`config.mk`:
```
export PLATFORM = sky130hd
export DESIGN_NAME = equiv_stim_gen
export DESIGN_NICKNAME = d
export VERILOG_FILES = /design/src/rtl/equiv_stim_gen.sv
export SDC_FILE = /design/constraint.sdc
export NUM_CORES = 1
export LEC_CHECK = 0
export BUFFER_PORTS_ARGS = -buffer_cell sky130_fd_sc_hd__clkbuf_2
export CAP_MARGIN = 20
export CORE_MARGIN = 10
export CORE_UTILIZATION = 48
export DETAILED_ROUTE_END_ITERATION = 6
export PLACE_DENSITY = 0.9
export SLEW_MARGIN = 20
export SYNTH_ARGS = -nofsm -noshare
export SYNTH_HDL_FRONTEND = slang
export SYNTH_SLANG_ARGS = --single-unit
```
`constraint.sdc`:
```
create_clock -name clk -period 2.9 [get_ports clk]
set_input_delay 0.435 -clock clk [delete_from_list [all_inputs] [get_ports clk]]
set_output_delay 0.435 -clock clk [all_outputs]
set_load 0.02 [all_outputs]
```
`src/rtl/equiv_stim_gen.sv`:
```
// Seeded LFSR stimulus source and lock-step y_1/y_2 comparator for a two-DUT equivalence harness.
// Latency: wire* registered one edge after start; y for vector k is checked DUT_LATENCY cycles after it is issued.
// No backpressure: one vector per cycle while running; halts on first mismatch. Optional EQUIV_STIM_ASSERT_EN adds sim asserts.
module equiv_stim_gen #(
    parameter logic [31:0] SEED        = 32'hACE1_2B3D,
    parameter int          NUM_VECTORS = 1024,
    parameter int          DUT_LATENCY = 1
) (
    input  logic               clk,
    input  logic               rst_n,
    input  logic               start,
    output logic               busy,
    output logic               done,
    output logic               fail,
    output logic [15:0]        fail_index,
    output logic [78:0]        fail_vector,
    output logic [17:0]        wire0,
    output logic [16:0]        wire1,
    output logic signed [14:0] wire2,
    output logic signed [9:0]  wire3,
    output logic signed [18:0] wire4,
    input  logic [90:0]        y_1,
    input  logic [90:0]        y_2
);

    // A zero seed would lock the LFSR at zero forever
    localparam logic [31:0] SEED_EFF = (SEED == 32'h0) ? 32'h1 : SEED;
    localparam int          TAP      = (DUT_LATENCY == 0) ? 0 : DUT_LATENCY - 1;
    localparam int          DEPTH    = TAP + 1;
    localparam logic [15:0] NV16     = 16'(NUM_VECTORS);
    localparam logic [15:0] LAST     = 16'(NUM_VECTORS - 1);
    localparam logic [3:0]  LAT4     = 4'(DUT_LATENCY);

    typedef enum logic [2:0] {S_IDLE, S_RUN, S_DRAIN, S_DONE, S_FAIL} state_t;

    function automatic logic [31:0] lfsr_next(input logic [31:0] l);
        return (l >> 1) ^ (l[0] ? 32'h8020_0003 : 32'h0);
    endfunction

    // V = {L, ror(L,11), ror(L,23)} truncated to the 79 DUT input bits
    function automatic logic [78:0] make_vec(input logic [31:0] l);
        logic [95:0] full;
        full = {l, l[10:0], l[31:11], l[22:0], l[31:23]};
        return full[78:0];
    endfunction

    state_t       state_q, state_d;
    logic [31:0]  lfsr_q, lfsr_d;
    logic [15:0]  issue_q, issue_d;     // number of vectors issued so far
    logic [15:0]  chk_q, chk_d;         // index of the next vector to check
    logic [3:0]   run_cyc_q, run_cyc_d; // cycles since RUN entry, saturating at DUT_LATENCY
    logic [78:0]  vec_q, vec_d;
    logic [78:0]  hist_q [DEPTH];
    logic [78:0]  hist_d [DEPTH];
    logic         busy_q, busy_d, done_q, done_d, fail_q, fail_d;
    logic [15:0]  fidx_q, fidx_d;
    logic [78:0]  fvec_q, fvec_d;
    logic         chk_en, mismatch;
    logic [78:0]  chk_vec;

    // Next-state: issue, check, and FSM transitions
    always_comb begin
        state_d   = state_q;
        lfsr_d    = lfsr_q;
        issue_d   = issue_q;
        chk_d     = chk_q;
        run_cyc_d = run_cyc_q;
        vec_d     = vec_q;
        busy_d    = busy_q;
        done_d    = done_q;
        fail_d    = fail_q;
        fidx_d    = fidx_q;
        fvec_d    = fvec_q;
        // history of wire* values; entry i is what was driven i+1 cycles ago
        hist_d[0] = vec_q;
        for (int i = 1; i < DEPTH; i++) hist_d[i] = hist_q[i-1];
        chk_vec  = (DUT_LATENCY == 0) ? vec_q : hist_q[TAP];
        chk_en   = busy_q && (run_cyc_q >= LAT4);
        mismatch = chk_en && (y_1 != y_2);

        case (state_q)
            S_IDLE, S_DONE, S_FAIL: begin
                if (start) begin
                    // vector 0 goes straight onto wire*, so the LFSR steps past SEED here
                    state_d   = S_RUN;
                    busy_d    = 1'b1;
                    done_d    = 1'b0;
                    fail_d    = 1'b0;
                    vec_d     = make_vec(SEED_EFF);
                    lfsr_d    = lfsr_next(SEED_EFF);
                    issue_d   = 16'd1;
                    chk_d     = 16'd0;
                    run_cyc_d = 4'd0;
                end
            end
            S_RUN, S_DRAIN: begin
                if (run_cyc_q < LAT4) run_cyc_d = run_cyc_q + 4'd1;
                if (mismatch) begin
                    // failure wins over any issue scheduled for this edge
                    state_d = S_FAIL;
                    busy_d  = 1'b0;
                    fail_d  = 1'b1;
                    fidx_d  = chk_q;
                    fvec_d  = chk_vec;
                end else begin
                    if (state_q == S_RUN) begin
                        if (issue_q < NV16) begin
                            vec_d   = make_vec(lfsr_q);
                            lfsr_d  = lfsr_next(lfsr_q);
                            issue_d = issue_q + 16'd1;
                        end else if (DUT_LATENCY != 0) begin
                            state_d = S_DRAIN;
                        end
                    end
                    if (chk_en) begin
                        chk_d = chk_q + 16'd1;
                        if (chk_q == LAST) begin
                            state_d = S_DONE;
                            busy_d  = 1'b0;
                            done_d  = 1'b1;
                        end
                    end
                end
            end
            default: state_d = S_IDLE;
        endcase
    end

    // State registers with asynchronous clear
    always_ff @(posedge clk or negedge rst_n) begin
        if (!rst_n) begin
            state_q   <= S_IDLE;
            lfsr_q    <= SEED_EFF;
            issue_q   <= 16'd0;
            chk_q     <= 16'd0;
            run_cyc_q <= 4'd0;
            vec_q     <= '0;
            busy_q    <= 1'b0;
            done_q    <= 1'b0;
            fail_q    <= 1'b0;
            fidx_q    <= 16'd0;
            fvec_q    <= '0;
            for (int i = 0; i < DEPTH; i++) hist_q[i] <= '0;
        end else begin
            state_q   <= state_d;
            lfsr_q    <= lfsr_d;
            issue_q   <= issue_d;
            chk_q     <= chk_d;
            run_cyc_q <= run_cyc_d;
            vec_q     <= vec_d;
            busy_q    <= busy_d;
            done_q    <= done_d;
            fail_q    <= fail_d;
            fidx_q    <= fidx_d;
            fvec_q    <= fvec_d;
            for (int i = 0; i < DEPTH; i++) hist_q[i] <= hist_d[i];
        end
    end

    assign busy        = busy_q;
    assign done        = done_q;
    assign fail        = fail_q;
    assign fail_index  = fidx_q;
    assign fail_vector = fvec_q;
    assign wire0       = vec_q[17:0];
    assign wire1       = vec_q[34:18];
    assign wire2       = vec_q[49:35];
    assign wire3       = vec_q[59:50];
    assign wire4       = vec_q[78:60];

`ifdef EQUIV_STIM_ASSERT_EN
    // Simulation-only: flag mismatches and starts that arrive while busy
    always @(posedge clk) begin
        if (rst_n) begin
            if (chk_en) assert (y_1 == y_2);
            assert (!(start && busy_q));
        end
    end
`endif

endmodule

```
==> results.sh, run 1 <==
export IMPL_status="completed"
export IMPL_place_inst=1246
export IMPL_tightest_slew_ns=0.7327
export IMPL_path_class="flop to flop"
export IMPL_overflow=0
export IMPL_finalHoldViolCount=0
export IMPL_crit_path_end_kind="flop"
export IMPL_dieHeight_um=153.3
export IMPL_cts_buffers_inserted=17
export IMPL_cts_root_buffer="clkbuf_16"
export IMPL_final_util_pct=61.30
export IMPL_drt_wl_total_um=25640
export IMPL_cts_num_sinks=172
export IMPL_fin_ws_ns=0.2007
export IMPL_rsz0062_at_grt="no"
export IMPL_arrival_ns=3.05
export IMPL_grt_use_total_pct=21.06
export IMPL_cts_buffer_depth=2
export IMPL_worstSkewPairLatency_ns=0.43
export IMPL_cellLeakagePower_nw=5.122
export IMPL_gp_congestion=0.9149
export IMPL_fill_cells=1397
export IMPL_drc=0
export IMPL_area_growth_pct=24.77
export IMPL_design_area_um2=10640
export IMPL_p_seq_share_pct=34.5
export IMPL_switching_share_pct=42.72
export IMPL_min_path_type="primary input to async pin"
export IMPL_post_place_ws_ns=-0.02395
export IMPL_grt_pass1_wl_um=39990
export IMPL_slew_violations=0
export IMPL_clockPowerShare_pct=20.9
export IMPL_post_cts_buffers=0
export IMPL_grt_start_max_net_pins=72
export IMPL_p_per_area_nw_per_um2=1006
export IMPL_cts_clk_slew_worst_paths_ns=0.07
export IMPL_via_per_inst=5.284
export IMPL_port_buffers=361
export IMPL_fin_skew_ns=0.01262
export IMPL_setup_tns_final_ns=0
export IMPL_synth_seq_cells=172
export IMPL_combPwrFrac_pct=44.7
export IMPL_hpwl_um=20290
export IMPL_synth_cells=765
export IMPL_start_util_pct=49.13
export IMPL_drive_gt1_share_pct=48.24
export IMPL_num_nets_final=1230
export IMPL_vias=6758
export IMPL_fin_crit_ns=2.699
export IMPL_synth_nets=955
export IMPL_synth_edf_count=0
export IMPL_path_max_fanout=4
export IMPL_antenna_found_initial=1
export IMPL_dr_pass1_iters=5
export IMPL_seq_area_frac_synth_pct=50.73
export IMPL_setup_viol=0
export IMPL_routedWlPerCell_um=20.05
export IMPL_core_area_um2=17360
export IMPL_grt_pass1_vias=7260
export IMPL_num_io_pins=362
export IMPL_cp_start_kind="flop"
export IMPL_drv_cap=0
export IMPL_dieArea_um2=23500
export IMPL_fin_crit_sh_pct=93.08
export IMPL_antenna_left=0
export IMPL_ys_flop_type="dfrtp_1"
export IMPL_chipWidth_um=153.3
export IMPL_hold_slack_ns=0.01274
export IMPL_vdd_drop_max_uv=724.7
export IMPL_htreeDepth=4
export IMPL_core_rowCount=48
export IMPL_p_sw_mw=4.570
export IMPL_timing_fmax_mhz=370.5
export IMPL_slew_headroom_pct=50.70
export IMPL_yosysWarnings=0
export IMPL_synthesis_area_um2=8527
export IMPL_crit_required_ns=3.25
export IMPL_tritoncts="done"
export IMPL_synth_distinct_cells=53
export IMPL_async_flop_share_pct=100.0
export IMPL_fin_total_pwr_mw=10.70
export IMPL_intPower_mw=6.129
export IMPL_fin_cells=1279
export IMPL_placed_cell_area_um2=10040
export IMPL_syn_area_per_cell_um2=11.15
export IMPL_drt_iter0_drc=310
placed cells by master, fill, tap and decap left out, types with 8 or more instances in the layout:
cell,n
a21oi_1,28
a22o_1,17
and2_1,9
buf_12,8
buf_4,22
clkbuf_16,17
clkbuf_2,360
dfrtp_1,155
dfstp_2,17
inv_1,11
mux2_2,48
nand2_1,38
nand3_1,21
nand4_1,24
nor2_1,35
nor4_1,13
o21ai_0,16
o22a_1,14
o31ai_1,9
or4_1,10
xnor2_1,67
xor2_1,29
worst max-delay path, cell delays in order (launching register included):
cell	delay [ns]
dfrtp_1	0.38
or4_4	0.57
nor4_1	0.67
nand2_1	0.11
nor3_1	0.21
a21oi_1	0.16
or3_1	0.37
a21oi_1	0.15
routing by layer:
layer	track usage (%)	vias up	share of wire, %
met2	38.39	317	53
met3	8.081	34	9.8
met1	21.85	3272	35
li1	-	3135	-
met4	6.131	0	1.8
met5	0	-	0
power groups by stage:
stage | Sequential (mW) | Combinational, mW | Clock, mW
floorplan | 3.88 | 3.23 | 0
finish | 3.69 | 4.78 | 2.23
detailed placement | 3.73 | 4.80 | 0
global route | 3.79 | 5.13 | 2.38
CTS | 3.70 | 4.82 | 2.27
global placement | 3.69 | 4.67 | 0
sequential cells by signal, indices dropped and copies added (netlist names):
register	cells
run_cyc_q	4
busy	1
hist_d	18
fail_vector	32
issue_q	16
lfsr_q	32
chk_vec	32
fail	1
state_q	3
fail_index	16
done	1
chk_q	16
Yosys cell counts, types with 4 or more instances:
cell type  number  share of area [%]
dfrtp_1       155                 45
buf_4         109                9.6
o211ai_1        5               0.44
nand3_1        21                1.2
ha_1            5               0.73
nor3_1          6               0.35
a31o_2          4               0.41
dfstp_2        17                5.2
a21oi_1        29                1.7
mux2_2         48                6.3
or4_1          10               0.88
clkbuf_1       18               0.79
inv_1          11               0.48
xnor2_1        67                6.9
nor2_1         38                1.7
nand4_1        24                1.8
and3_1          5               0.37
o22a_1         14                1.4
o21a_1          4               0.35
nor4_1         13               0.95
o21ai_0        16               0.94
nand2_1        38                1.7
and2_1          9               0.66
xor2_1         29                3.0
o31ai_1         9               0.79
buf_2           6               0.35
or2_2           4               0.29
a22o_1         17                1.7
final cells by class:
type / count / area, um2 / share of cell area (%)
clock buffer: 17 / 425.4 / 3.999
tap: 225 / 281.5 / 2.646
inverter: 11 / 41.29 / 0.3881
timing repair buffer: 391 / 2138 / 20.10
antenna: 1 / 2.502 / 0.02352
clock inverter: 15 / 166.4 / 1.564
multi-input combinational: 447 / 3258 / 30.62
sequential: 172 / 4325 / 40.66
cell families after synthesis:
logic type	count (synthesis)	share of synthesized area, %
buf+inv	146	11.40
fa+ha+maj	5	0.7337
simple gates	184	11.40
compound gates	112	9.303
mux	50	6.574
xor+xnor	96	9.861
flops	172	50.73
final timing paths:
kind,startpoint,to,slack [ns],cells after the start
worst max-delay path,issue_q[12]$_DFFE_PN0P_,issue_q[9]$_DFFE_PN0P_,0.20,7
worst min-delay path,rst_n,fail_index[3]$_DFFE_PN0P_,0.01,1
worst max register to register,issue_q[12]$_DFFE_PN0P_,issue_q[9]$_DFFE_PN0P_,0.20,7
worst min register to register,hist_d[51]$_DFFE_PN0P_,chk_vec[51]$_DFF_PN0_,0.44,0
max in group asynchronous,rst_n,lfsr_q[0]$_DFFE_PN1P_,2.11,2
min in group clk,start,state_q[1]$_DFFE_PN0P_,0.29,2
what timing repair did:
item / CTS / global route
endpoints found under the setup margin: 0 / 1
endpoints found under the hold margin: 0 / 0
gates resized for setup: 0 / 1
hold buffers: 0 / 0
Power figures use the tool's default switching activity.
==> run 2, diff against run 1 <==
--- a/config.mk
+++ b/config.mk
@@ -8,9 +8,10 @@
 export BUFFER_PORTS_ARGS = -buffer_cell sky130_fd_sc_hd__clkbuf_2
 export CAP_MARGIN = 20
 export CORE_MARGIN = 10
-export CORE_UTILIZATION = 48
+export CORE_UTILIZATION = 44
 export DETAILED_ROUTE_END_ITERATION = 6
-export PLACE_DENSITY = 0.9
+export MAX_ROUTING_LAYER = met4
+export PLACE_DENSITY = 0.88
 export SLEW_MARGIN = 20
 export SYNTH_ARGS = -nofsm -noshare
 export SYNTH_HDL_FRONTEND = slang
==> constraint.sdc (replaced) <==
create_clock -name clk -period 2.45 [get_ports clk]
set_input_delay 0.3675 -clock clk [delete_from_list [all_inputs] [get_ports clk]]
set_output_delay 0.3675 -clock clk [all_outputs]
set_load 0.02 [all_outputs]
==> run 2 against run 1 <==
- the flow now finishes with violations (setup timing)
- sequential power rose by 18%
- sequential cell count did not move
- critical path depth fell by 1
==> results.sh, run 2 (synthesis gave the netlist of run 1 again) <==
export IMPL_status="finished with violations"
export IMPL_violations="setup timing"
export IMPL_core_rowCount=50
export IMPL_fin_ws_ns=-0.03366
export IMPL_area_growth_pct=26.87
export IMPL_fin_skew_ns=0.01154
export IMPL_htreeDepth=4
export IMPL_tritoncts="done"
export IMPL_cts_num_sinks=172
export IMPL_drive_gt1_share_pct=49.16
export IMPL_cpMaxStageDelayCell="or4_4"
export IMPL_start_util_pct=45.13
export IMPL_routedWlPerCell_um=19.74
export IMPL_dieArea_um2=25350
export IMPL_port_buffers=361
export IMPL_drc=0
export IMPL_mostFrequentLayoutCell="clkbuf_2"
export IMPL_cts_root_buffer="clkbuf_16"
export IMPL_vias=6824
export IMPL_cts_clk_slew_worst_paths_ns=0.07
export IMPL_arrival_ns=2.85
export IMPL_cp_top_family="simple AND/OR/NAND/NOR gates"
export IMPL_timing_fmax_mhz=402.6
export IMPL_antenna_found_initial=2
export IMPL_cts_buffers_inserted=17
export IMPL_slew_violations=0
export IMPL_grt_use_total_pct=20.66
export IMPL_critPathMaxStageDelay_ns=0.57
export IMPL_gp_congestion=0.9270
export IMPL_crit_required_ns=2.81
export IMPL_drt_wl_total_um=26250
export IMPL_post_cts_buffers=0
export IMPL_dr_pass1_iters=4
export IMPL_via_per_inst=5.131
export IMPL_grt_pass1_vias=7450
export IMPL_dieHeight_um=159.2
export IMPL_path_max_fanout=6
export IMPL_setup_viol=2
export IMPL_overflow=0
export IMPL_drv_cap=0
export IMPL_path_class="flop to flop"
export IMPL_p_per_area_nw_per_um2=1176
export IMPL_antenna_left=0
export IMPL_worstSkewPairLatency_ns=0.43
export IMPL_post_place_ws_ns=-0.2830
export IMPL_setup_tns_final_ns=-0.04556
export IMPL_min_path_type="primary input to flop"
export IMPL_num_io_pins=362
export IMPL_cellLeakagePower_nw=5.195
export IMPL_fin_crit_ns=2.484
export IMPL_critPathBufInv=0
export IMPL_cts_buffer_depth=2
export IMPL_num_nets_final=1245
export IMPL_final_util_pct=57.26
export IMPL_slew_headroom_pct=65.91
export IMPL_rsz0062_at_grt="yes"
export IMPL_hpwl_um=20770
export IMPL_final_cell_mix="360 x clkbuf_2, 155 x dfrtp_1, 67 x xnor2_1"
export IMPL_tightest_slew_ns=0.5114
export IMPL_chipWidth_um=159.2
export IMPL_crit_chain="or4_4 -> or3_4 -> or2_1 -> o32a_4 -> or4_1 -> nand2_1"
export IMPL_finalHoldViolCount=0
export IMPL_drt_iter0_drc=361
export IMPL_grt_pass1_wl_um=41030
export IMPL_vdd_drop_max_uv=804.8
export IMPL_fin_crit_sh_pct=101.4
export IMPL_grt_start_max_net_pins=52
export IMPL_cp_start_kind="flop"
export IMPL_crit_path_end_kind="flop"
export IMPL_core_area_um2=18890
[run 2: timing repair]
action,CTS,global route
hold buffers,1,0
pin swaps,1,1
endpoints found under the hold margin,47,0
setup endpoints to repair,1,6
gates resized for setup,0,4
[run 2: area by class of cell]
| type | count | area [um2] |
|---|---|---|
| Timing Repair Buffer | 406 | 2228 |
| Multi-Input combinational cell | 447 | 3277 |
| Fill cell | 1585 | 8075 |
| Sequential cell | 172 | 4325 |
| Tap cell | 260 | 325.3 |
| Clock buffer | 17 | 425.4 |
| Inverter | 11 | 41.29 |
| Clock inverter | 15 | 190.2 |
| Antenna cell | 2 | 5.005 |
[run 2: metal layers]
layer | vias to the layer above | GRT usage (%) | wire length (um)
li1 | 3171 | - | -
met1 | 3261 | 22.43 | 9903
met2 | 350 | 36.10 | 13970
met3 | 42 | 5.164 | 1841
met4 | 0 | 7.119 | 535
met5 | - | - | 0
[run 2: worst paths after layout]
check                                   startpoint                endpoint  slack [ns]  depth (start not counted)
setup / recovery           issue_q[13]$_DFFE_PN0P_  issue_q[6]$_DFFE_PN0P_       -0.03                          6
hold / removal                               start  state_q[1]$_DFFE_PN0P_        0.21                          2
setup reg to reg           issue_q[13]$_DFFE_PN0P_  issue_q[6]$_DFFE_PN0P_       -0.03                          6
hold reg to reg             hist_d[48]$_DFFE_PN0P_   chk_vec[48]$_DFF_PN0_        0.45                          0
max in group asynchronous                    rst_n   lfsr_q[8]$_DFFE_PN1P_        1.28                          3
min in group asynchronous                    rst_n    chk_q[7]$_DFFE_PN0P_        0.46                          2
[run 2: through the flow]
step           std cells  area, um2  total power [mW]  hold WS [ns]
5_1_grt             1330      10820             13.45        0.2278
4_1_cts             1328      10790             12.86        0.1832
3_3_place_gp        1295      10160             9.871        0.3547
6_report            1330      10820             12.73        0.2067
3_5_place_dp        1295      10160             10.05        0.3563
2_1_floorplan        765       8527             8.420       0.07191
[run 2: report_power, final]
group	total, mW	switching (mW)	internal (mW)
Sequential	4.35	0.669	3.68
Combinational	5.63	3.45	2.17
Clock	2.75	1.27	1.48
